[src/rtl/enc_pkg.sv]
// Shared definitions for the AES encryption sequencer and its datapath mux.
package enc_pkg;

  localparam logic [1:0] SEL_ARK = 2'b00;
  localparam logic [1:0] SEL_SB  = 2'b01;
  localparam logic [1:0] SEL_MC  = 2'b10;
  localparam logic [1:0] SEL_SR  = 2'b11;

  localparam int unsigned AES128_ROUNDS = 10;

  typedef enum logic [2:0] {
    ST_IDLE,
    ST_ARK0,
    ST_SB,
    ST_SR,
    ST_MC,
    ST_ARK,
    ST_DONE
  } enc_state_t;

endpackage

[src/rtl/enc_round_counter.sv]
// 4-bit AES round counter: synchronous clear, saturating increment, at-max flag.
module enc_round_counter
  import enc_pkg::*;
#(
  parameter int unsigned NUM_ROUNDS = AES128_ROUNDS
) (
  input  logic       clk,
  input  logic       n_rst,
  input  logic       clear,
  input  logic       inc,
  output logic [3:0] count,
  output logic       at_max
);

  assign at_max = (count == 4'(NUM_ROUNDS));

  always_ff @(posedge clk or negedge n_rst) begin
    if (!n_rst) begin
      count <= '0;
    end else if (clear) begin
      count <= '0;
    end else if (inc && !at_max) begin
      count <= count + 4'd1;
    end
  end

endmodule

[src/rtl/encryption_controller.sv]
// AES encryption round sequencer with Moore outputs driving the stage mux.
// Optional abort input enabled by defining ENC_CTRL_ABORT_EN.
module encryption_controller
  import enc_pkg::*;
#(
  parameter int unsigned NUM_ROUNDS = AES128_ROUNDS
) (
  input  logic       clk,
  input  logic       n_rst,
  input  logic       start,
`ifdef ENC_CTRL_ABORT_EN
  input  logic       abort,
`endif
  output logic [1:0] process_output,
  output logic       load_state,
  output logic       sel_plaintext,
  output logic [3:0] round_num,
  output logic       busy,
  output logic       done
);

  enc_state_t state, state_next;
  logic [3:0] count;
  logic       at_max;
  logic       cnt_clear;
  logic       cnt_inc;
  logic       abort_req;

`ifdef ENC_CTRL_ABORT_EN
  assign abort_req = abort;
`else
  assign abort_req = 1'b0;
`endif

  enc_round_counter #(
    .NUM_ROUNDS(NUM_ROUNDS)
  ) u_round_counter (
    .clk   (clk),
    .n_rst (n_rst),
    .clear (cnt_clear),
    .inc   (cnt_inc),
    .count (count),
    .at_max(at_max)
  );

  always_ff @(posedge clk or negedge n_rst) begin
    if (!n_rst) begin
      state <= ST_IDLE;
    end else begin
      state <= state_next;
    end
  end

  always_comb begin
    state_next     = state;
    process_output = SEL_ARK;
    load_state     = 1'b0;
    sel_plaintext  = 1'b0;
    round_num      = '0;
    busy           = 1'b0;
    done           = 1'b0;
    cnt_clear      = 1'b0;
    cnt_inc        = 1'b0;

    unique case (state)
      ST_IDLE: begin
        cnt_clear = 1'b1;
        if (start && !abort_req) state_next = ST_ARK0;
      end
      ST_ARK0: begin
        process_output = SEL_ARK;
        sel_plaintext  = 1'b1;
        load_state     = 1'b1;
        busy           = 1'b1;
        cnt_inc        = 1'b1;
        state_next     = ST_SB;
      end
      ST_SB: begin
        process_output = SEL_SB;
        load_state     = 1'b1;
        busy           = 1'b1;
        state_next     = ST_SR;
      end
      ST_SR: begin
        process_output = SEL_SR;
        load_state     = 1'b1;
        busy           = 1'b1;
        // the final round skips MixColumns
        state_next     = at_max ? ST_ARK : ST_MC;
      end
      ST_MC: begin
        process_output = SEL_MC;
        load_state     = 1'b1;
        busy           = 1'b1;
        state_next     = ST_ARK;
      end
      ST_ARK: begin
        process_output = SEL_ARK;
        round_num      = count;
        load_state     = 1'b1;
        busy           = 1'b1;
        if (at_max) begin
          state_next = ST_DONE;
        end else begin
          cnt_inc    = 1'b1;
          state_next = ST_SB;
        end
      end
      ST_DONE: begin
        done       = 1'b1;
        cnt_clear  = 1'b1;
        state_next = ST_IDLE;
      end
      default: begin
        state_next = ST_IDLE;
      end
    endcase

    if (abort_req && busy) begin
      state_next = ST_IDLE;
      cnt_clear  = 1'b1;
      cnt_inc    = 1'b0;
    end
  end

endmodule

[config.mk]
export PLATFORM = sky130hd
export DESIGN_NAME = encryption_controller
export DESIGN_NICKNAME = d
export VERILOG_FILES = /design/src/rtl/enc_pkg.sv /design/src/rtl/enc_round_counter.sv /design/src/rtl/encryption_controller.sv
export SDC_FILE = /design/constraint.sdc
export NUM_CORES = 1
export LEC_CHECK = 0
export BUFFER_PORTS_ARGS = -buffer_cell sky130_fd_sc_hd__buf_2
export CAP_MARGIN = 10
export CORE_AREA = 2 2 39 41
export CTS_CLUSTER_SIZE = 40
export DETAILED_ROUTE_END_ITERATION = 8
export DIE_AREA = 0 0 41 43
export GPL_TIMING_DRIVEN = 0
export MAX_ROUTING_LAYER = met4
export SLEW_MARGIN = 0
export SYNTH_ARGS = -nofsm -noshare
export SYNTH_HDL_FRONTEND = slang
export SYNTH_SLANG_ARGS = --single-unit
[constraint.sdc]
create_clock -name clk -period 1.6 [get_ports clk]
set_clock_uncertainty 0.1 [all_clocks]
set_input_delay 0.24 -clock clk [delete_from_list [all_inputs] [get_ports clk]]
set_output_delay 0.24 -clock clk [all_outputs]
set_load 0.1 [all_outputs]
==> out/results.tsv, run 1 <==
stage	metric	value	unit
floorplan	fp-row-count	14	
worst_setup_path	reg2reg_depth	5	
sta	hold_violations	0	
worst_setup_path	cp-start-kind	flop	
floorplan	fp.dieW	41	um
global_routing	grt_max_degree	11	
routing	first_iter_violations	3	
synthesis	synth-xor-area-share	0.0327	
worst_setup_path	required	1.26	ns
sta	tightest_slew	0.264	ns
sta	fin_crit	1.69	ns
clock_tree	cts_tree	built	
place	gp_congestion	0.770	
synthesis	syn-num-nets	59	
sta	max_clock_freq	593	MHz
routing	first_pass_iters	2	
global_routing	grtUsageMet3	0.0314	
floorplan	die_y	43	um
final_layout	final_util	0.702	
synthesis	synth_adder_area_share	0.0503	
worst_setup_path	reg2reg_from	u_round_counter.count[0]	
routing	vias	510	
final_layout	final_nets	91	
sta	period_share	1.05	
synthesis	ys_ff_latch	7	
final_layout	layout_common_cells	14 x buf_4, 10 x buf_12, 6 x dfrtp_1	
floorplan	die-area	0.00176	mm^2
synthesis	synth_compound_area_frac	0.143	
clock_tree	clkLatencyLatePin	0.24	ns
outcome	status	complete, but fails checks	
synthesis	synth_top_family_by_area	simple AND/OR/NAND/NOR gates	
synthesis	netlist_area	498	um^2
synthesis	avgSynthCellArea	9.22	um^2
clock_tree	cts.path.max_buffers	2	
global_routing	grt_most_used_layer	met2	
global_routing	grt_use_met1	0.198	
global_routing	grt_pass1_vias	421	
sta	rsz0062_at_grt	yes	
sta	finalMaxSlewViolations	0	
synthesis	synthDistinctLibCells	28	
synthesis	synthSimpleGateAreaFrac	0.317	
global_routing	grt-ovfl-total	0	
synthesis	ys_warn_count	0	
synthesis	synth_seq_area_share	0.352	
floorplan	pin_count	13	
place	dp_hpwl	785	um
final_layout	area_growth	95.0	%
routing	wl_per_cell	13.5	um
worst_setup_path	crit_path_end_kind	primary output	
sta	max_slew_margin	0.823	
final_layout	layout-drive-gt1-share	0.612	
sta	layout_setup_ws	-0.0853	ns
global_routing	grt_pass1_wl	1.75	mm
global_routing	antenna_found_initial	0	
routing	drt-total-wl	1.36	mm
final_layout	final_common_cell	buf_4	
final_layout	diodes	0	
run	max_cap_violations	0	
hold_path	worstHoldPathType	in -> async	
clock_tree	cts-buffers-inserted	3	
floorplan	design.core.area	0.00138	mm^2
clock_tree	htreeDepth	1	
routing	via_per_inst	5.05	
global_routing	met2_usage	0.209	
worst_setup_path	crit_type	reg -> out	
synthesis	synthMuxAreaShare	0.0226	
clock_tree	cts.sinks	7	
routing	post-route-drc-count	0	
outcome	violations	negative setup slack	
clock_tree	cts_root_buf	clkbuf_4	
worst_setup_path	critPathMaxFanout	6	
worst_setup_path	rr_endpoint	u_round_counter.count[1]	
sta	setup_viol	7	
worst_setup_path	cp.arrival	1.35	ns
routing	antenna_left	0	
clock_tree	clkTransAtPathRegs	0.05	ns
place	port_buffers	12	
worst_setup_path	r2r_slack	0.07	ns
global_routing	track_usage	0.150	
floorplan	start_util	0.360	
synthesis	netlist_instances	54	
==> per-layer routing <==
metal,wire length [um],part of all wire
met4,16,0.012
met1,565,0.42
met5,0,0
met2,746,0.55
met3,30,0.022
==> stage by stage <==
stage	setup TNS (ns)	worst slack, ns	hold slack (ns)	cells	instance area [um^2]
6_report	-0.465	-0.0853	0.255	101	971
5_1_grt	-0.797	-0.127	0.256	101	971
4_1_cts	-0.513	-0.108	0.241	94	878
3_5_place_dp	-0.693	-0.168	-0.0263	82	662
3_3_place_gp	-0.643	-0.150	-0.0254	82	662
2_1_floorplan	-0.269	-0.167	-0.156	54	582
==> how the worst max path moves through the flow <==
stage	start	end	cells past startpoint
floorplan	state[0]	load_state	4
global placement	state[1]	round_num[2]	3
detailed placement	state[1]	round_num[2]	3
CTS	state[1]	round_num[2]	3
global route	state[1]	round_num[3]	3
finish	state[1]	round_num[3]	3
==> registers in the layout, summed over array words and instances, names as in the netlist <==
register	flops
state	3
u_round_counter.count	4
==> critical path, cell delays in order, from the launching register on <==
cell,delay (ns)
dfrtp_2,0.45
and2b_2,0.28
and3_4,0.20
buf_12,0.17
==> cell families after synthesis <==
logic type | after synthesis
mux | 1
simple gates | 26
flops | 7
buf+inv | 8
fa+ha+maj | 2
xor+xnor | 1
compound gates | 9
==> cell usage after synthesis <==
| library cell | n | area, um^2 |
|---|---|---|
| a211oi_2 | 1 | 12.5 |
| a21oi_1 | 1 | 5.00 |
| and2_1 | 1 | 6.26 |
| and2b_1 | 2 | 15.0 |
| and3_1 | 3 | 18.8 |
| and3_2 | 1 | 7.51 |
| and3b_1 | 1 | 8.76 |
| buf_4 | 3 | 22.5 |
| dfrtp_1 | 7 | 175 |
| ha_1 | 2 | 25.0 |
| inv_1 | 4 | 15.0 |
| inv_2 | 1 | 3.75 |
| mux2_2 | 1 | 11.3 |
| nand2_1 | 3 | 11.3 |
| nand2b_2 | 1 | 8.76 |
| nand2b_4 | 1 | 13.8 |
| nand3_1 | 5 | 25.0 |
| nand3b_1 | 1 | 7.51 |
| nand4_1 | 1 | 6.26 |
| nor2_1 | 3 | 11.3 |
| nor3_1 | 1 | 5.00 |
| o211ai_1 | 2 | 15.0 |
| o211ai_2 | 1 | 12.5 |
| o21a_1 | 1 | 7.51 |
| o21ai_0 | 2 | 10.0 |
| o221ai_1 | 1 | 8.76 |
| or3_1 | 2 | 12.5 |
| xnor2_2 | 1 | 16.3 |
==> layout make-up <==
class                   instances  area, um^2
plain buffers                   3        42.5
clock buffers                   4        26.3
fillers                       102         413
inverters                       5        23.8
multi-input cells              39         365
flip-flops and latches          7         176
well taps                      16        20.0
repair buffers                 27         317
==> timing repair <==
action,in CTS,in global routing
hold buffers,1,0
gates resized for setup,36,10
endpoints found under the setup margin,10,9
pin swaps,1,5
hold endpoints to repair,7,0
setup buffers,7,7
gates cloned,0,0
Power of run 1 is left out: the tool's default activity adds up to more than one toggle a clock period on the data nets, which glitch-free logic cannot reach.
==> inputs of run 2 (changes only) <==
--- a/config.mk
+++ b/config.mk
@@ -7,10 +7,10 @@
 export LEC_CHECK = 0
 export BUFFER_PORTS_ARGS = -buffer_cell sky130_fd_sc_hd__buf_2
 export CAP_MARGIN = 10
-export CORE_AREA = 2 2 39 41
+export CORE_AREA = 2 2 44 46
 export CTS_CLUSTER_SIZE = 40
 export DETAILED_ROUTE_END_ITERATION = 8
-export DIE_AREA = 0 0 41 43
+export DIE_AREA = 0 0 46 48
 export GPL_TIMING_DRIVEN = 0
 export MAX_ROUTING_LAYER = met4
 export SLEW_MARGIN = 0
==> run 2 against run 1 <==
Against the previous run:
- the run still ends with negative setup slack left
- final cell count decreased by 5.0%
- critical endpoint is now round_num[2]
- via count decreased by 4.1%
- non-clock buffer count decreased by 6
- cell area decreased by 6.3%
- worst hold slack improved by 0.0042 ns
- clock-buffer cell count unchanged
- critical path depth unchanged
- worst setup slack got worse by 0.013 ns
- core utilization decreased by 16 points
==> out/results.tsv, run 2 (synthesized netlist as in run 1, its figures left out) <==
stage	metric	value	unit
sta	max_clock_freq	589	MHz
place	gp_congestion	0.693	
hold_path	worstHoldPathType	in -> async	
clock_tree	cts-buffers-inserted	3	
final_layout	final_util	0.539	
final_layout	top_regs	u_round_counter.count: 4 flops, state: 3 flops	
sta	fin_setup_tns	-0.465	ns
run	max_cap_violations	0	
sta	fin_crit	1.70	ns
floorplan	fp-row-count	15	
worst_setup_path	critPathMaxFanout	7	
place	dp_hpwl	822	um
worst_setup_path	crit_type	reg -> out	
sta	finalMaxSlewViolations	0	
sta	rsz0062_at_grt	yes	
routing	drt-total-wl	1.20	mm
global_routing	grt_pass1_wl	2.01	mm
worst_setup_path	cp.arrival	1.36	ns
place	pre_cts_ws	-0.151	ns
worst_setup_path	cp-start-kind	flop	
global_routing	grt_pass1_vias	500	
final_layout	layout-drive-gt1-share	0.582	
routing	first_iter_violations	6	
sta	layout_setup_ws	-0.0979	ns
outcome	violations	negative setup slack	
global_routing	track_usage	0.139	
worst_setup_path	crit_path_end_kind	primary output	
global_routing	grt_max_degree	11	
final_layout	diodes	0	
routing	wl_per_cell	12.5	um
worst_setup_path	required	1.26	ns
sta	period_share	1.06	
clock_tree	clkLatencyLatePin	0.24	ns
floorplan	die_y	48	um
final_layout	largest_reg_flops	4	
clock_tree	cts_tree	built	
sta	tightest_slew	0.293	ns
place	placedCellCount	83	
routing	post-route-drc-count	0	
clock_tree	cts_root_buf	clkbuf_4	
sta	setup_viol	6	
final_layout	num-fill-cells	133	
floorplan	die-area	0.00221	mm^2
final_layout	final_cell_count_no_fill	96	
routing	antenna_left	0	
floorplan	pin_count	13	
clock_tree	cts.sinks	7	
sta	max_slew_margin	0.804	
routing	via_per_inst	5.09	
sta	hold_violations	0	
outcome	status	complete, but fails checks	
routing	vias	489	
place	port_buffers	12	
routing	first_pass_iters	3	
floorplan	fp.dieW	46	um
final_layout	layout_common_cells	9 x buf_12, 9 x buf_4, 6 x dfrtp_1	
worst_setup_path	r2r_slack	0.10	ns
final_layout	regArea	176	um^2
clock_tree	clkTransAtPathRegs	0.05	ns
final_layout	max_flop_register	u_round_counter.count	
floorplan	design.core.area	0.00169	mm^2
final_layout	multiInputGateArea	365	um^2
global_routing	grt-ovfl-total	0	
global_routing	antenna_found_initial	0	
final_layout	area_growth	82.7	%
final_layout	final_nets	85	
clock_tree	cts.path.max_buffers	2	
floorplan	start_util	0.295	
clock_tree	htreeDepth	1	
run 2: path summary, 6_finish.rpt:
check | start | depth (start not counted) | end
worst max-delay path | state[1] | 3 | round_num[2]
worst max register to register | u_round_counter.count[0] | 5 | u_round_counter.count[1]
worst min register to register | u_round_counter.count[0] | 2 | u_round_counter.count[0]
max in group asynchronous | n_rst | 2 | state[1]
worst min-delay path | n_rst | 2 | u_round_counter.count[3]
min in group clk | start | 4 | state[0]
run 2: final cells by class:
cell class | instances | area share
multi-input cells | 39 | 0.402
inverters | 5 | 0.0206
well taps | 17 | 0.0234
plain buffers | 3 | 0.0468
clock buffers | 4 | 0.0289
flip-flops and latches | 7 | 0.194
repair buffers | 21 | 0.285
run 2: through the flow:
stage	area (um^2)	hold WS, ns
floorplan	582	-0.156
global placement	663	-0.0241
detailed placement	663	-0.0210
CTS	882	0.247
global route	910	0.266
finish	910	0.259
run 2: routing by layer:
metal,vias up,track usage,part of all wire
li1,238,-,-
met1,239,0.142,0.42
met2,10,0.225,0.54
met3,2,0.0340,0.023
met4,0,0.114,0.0083
met5,-,-,0
run 2: worst max-delay path, stage by stage, from the launching register on:
cell and delay (ns):
dfrtp_2 0.46, and2b_2 0.28, and3_4 0.21, buf_12 0.17
run 2: timing repair:
action	4_1_cts	5_1_grt
hold endpoints to repair	7	0
setup endpoints to repair	10	9
pin swaps	1	1
hold buffers	1	0
gates resized for setup	35	6
setup buffers	8	0
Power of run 2 is left out for the same reason.
==> inputs of run 3 (changes only) <==
==> constraint.sdc (replaced) <==
create_clock -name clk -period 2.1 [get_ports clk]
set_clock_uncertainty 0.1 [all_clocks]
set_input_delay 0.315 -clock clk [delete_from_list [all_inputs] [get_ports clk]]
set_output_delay 0.315 -clock clk [all_outputs]
set_load 0.1 [all_outputs]
==> run 3 against run 2 <==
Against the previous run:
- critical path type unchanged
- critical endpoint is now load_state
- worst setup slack improved by 0.16 ns
- critical path depth rose by 2
- wire length fell by 18%
- the flow now finishes without violations
==> out/results.tsv, run 3 (synthesized netlist as in run 1, its figures left out) <==
stage	metric	value	unit
outcome	status	finished clean	
worst_setup_path	worst_path_max_delay_cell	dfrtp_1	
sta	hold_violations	0	
final_layout	top_regs	u_round_counter.count: 4 flops, state: 3 flops	
worst_setup_path	crit_chain	buf_4, nor3_1, a21oi_4, buf_4, buf_2	
sta	tightest_slew	0.497	ns
routing	first_pass_iters	4	
global_routing	grt_pass1_vias	362	
place	place_area	599	um^2
worst_setup_path	cp.arrival	1.62	ns
worst_setup_path	critPathMaxFanout	10	
routing	via_per_inst	4.88	
clock_tree	cts.sinks	7	
global_routing	grt-ovfl-total	0	
sta	period_share	0.969	
final_layout	area_growth	29.6	%
floorplan	design.core.area	0.00169	mm^2
worst_setup_path	max_stage_delay	0.41	ns
routing	drt-total-wl	986	um
worst_setup_path	cp_common_cell	buf_4	
clock_tree	clkTransAtPathRegs	0.05	ns
clock_tree	htreeDepth	1	
clock_tree	clkLatencyLatePin	0.25	ns
routing	post-route-drc-count	0	
routing	first_iter_violations	11	
sta	max_slew_margin	0.671	
clock_tree	cts_root_buf	clkbuf_4	
worst_setup_path	reg2reg_from	u_round_counter.count[0]	
sta	rsz0062_at_grt	no	
clock_tree	cts-buffers-inserted	3	
hold_path	worstHoldPathType	in -> async	
clock_tree	cts_tree	built	
worst_setup_path	required	1.68	ns
final_layout	diodes	0	
global_routing	antenna_found_initial	0	
final_layout	finalInstanceArea	646	um^2
worst_setup_path	reg2reg_depth	5	
routing	antenna_left	0	
floorplan	start_util	0.295	
worst_setup_path	r2r_slack	0.61	ns
routing	vias	429	
floorplan	pin_count	13	
floorplan	fp.dieW	46	um
worst_setup_path	crit_family	buffers and inverters	
sta	setup_viol	0	
sta	max_clock_freq	492	MHz
place	dp_hpwl	807	um
final_layout	final_nets	77	
global_routing	grt_max_degree	11	
run	max_cap_violations	0	
sta	finalMaxSlewViolations	0	
floorplan	die_y	48	um
clock_tree	cts.path.max_buffers	2	
sta	fin_crit	2.03	ns
floorplan	fp-row-count	15	
place	port_buffers	12	
worst_setup_path	crit_path_end_kind	primary output	
floorplan	die-area	0.00221	mm^2
worst_setup_path	rr_endpoint	u_round_counter.count[1]	
routing	wl_per_cell	11.2	um
final_layout	max_flop_register	u_round_counter.count	
place	gp_congestion	0.800	
global_routing	track_usage	0.105	
worst_setup_path	cp-start-kind	flop	
final_layout	layout-drive-gt1-share	0.423	
worst_setup_path	crit_buf_inv	3	
worst_setup_path	crit_type	reg -> out	
final_layout	final_common_cell	buf_2	
global_routing	grt_pass1_wl	1.52	mm
final_layout	largest_reg_flops	4	
final_layout	layout_common_cells	8 x buf_2, 7 x dfrtp_1, 6 x clkbuf_4	
-- run 3: final cells by class --
cell class              count  area, um^2
fillers                   181        1040
multi-input cells          39         302
flip-flops and latches      7         175
repair buffers             13        80.1
clock buffers               4        26.3
plain buffers               3        22.5
well taps                  17        21.3
inverters                   5        18.8
-- run 3: layer usage --
metal  up-vias  track usage  routed length (um)
met1       193        0.124                 457
met3         0       0.0226                  33
li1        227            -                   -
met2         9        0.153                 495
met4         0       0.0857                   0
met5         -            -                   0
-- run 3: worst reg2reg max path, stage by stage (launching register included) --
cell and delay, ns:
dfrtp_1 0.40, inv_1 0.09, ha_1 0.21, and3b_1 0.21, or3_1 0.33, o211ai_2 0.08
-- run 3: repair_timing --
item                       4_1_cts  5_1_grt
gates resized for setup          1        3
buffers inserted                 0        0
hold buffers                     1        0
hold endpoints to repair         7        0
setup endpoints to repair        1        3
-- run 3: metrics by stage --
step	hold WS (ns)	setup TNS [ns]	setup WS [ns]	utilization	cells
final	0.321	0	0.0660	0.382	88
after global routing	0.349	0	0.00728	0.382	88
after CTS	0.314	0	0.0207	0.378	88
after detailed placement	0.0515	0	0.267	0.355	83
after global placement	0.0485	0	0.287	0.355	83
after floorplan	-0.0806	-0.207	-0.207	-	54
-- run 3: worst max path at each step --
stage          startpoint                end  slack, ns  cells after the start
6_report         state[0]         load_state       0.07                      5
5_1_grt          state[0]         load_state      0.007                      5
4_1_cts          state[1]       round_num[0]       0.02                      3
3_5_place_dp     state[0]       round_num[2]       0.27                      4
3_3_place_gp     state[1]       round_num[2]       0.29                      3
2_1_floorplan    state[1]  process_output[1]      -0.21                      3
Power of run 3 is left out for the same reason.
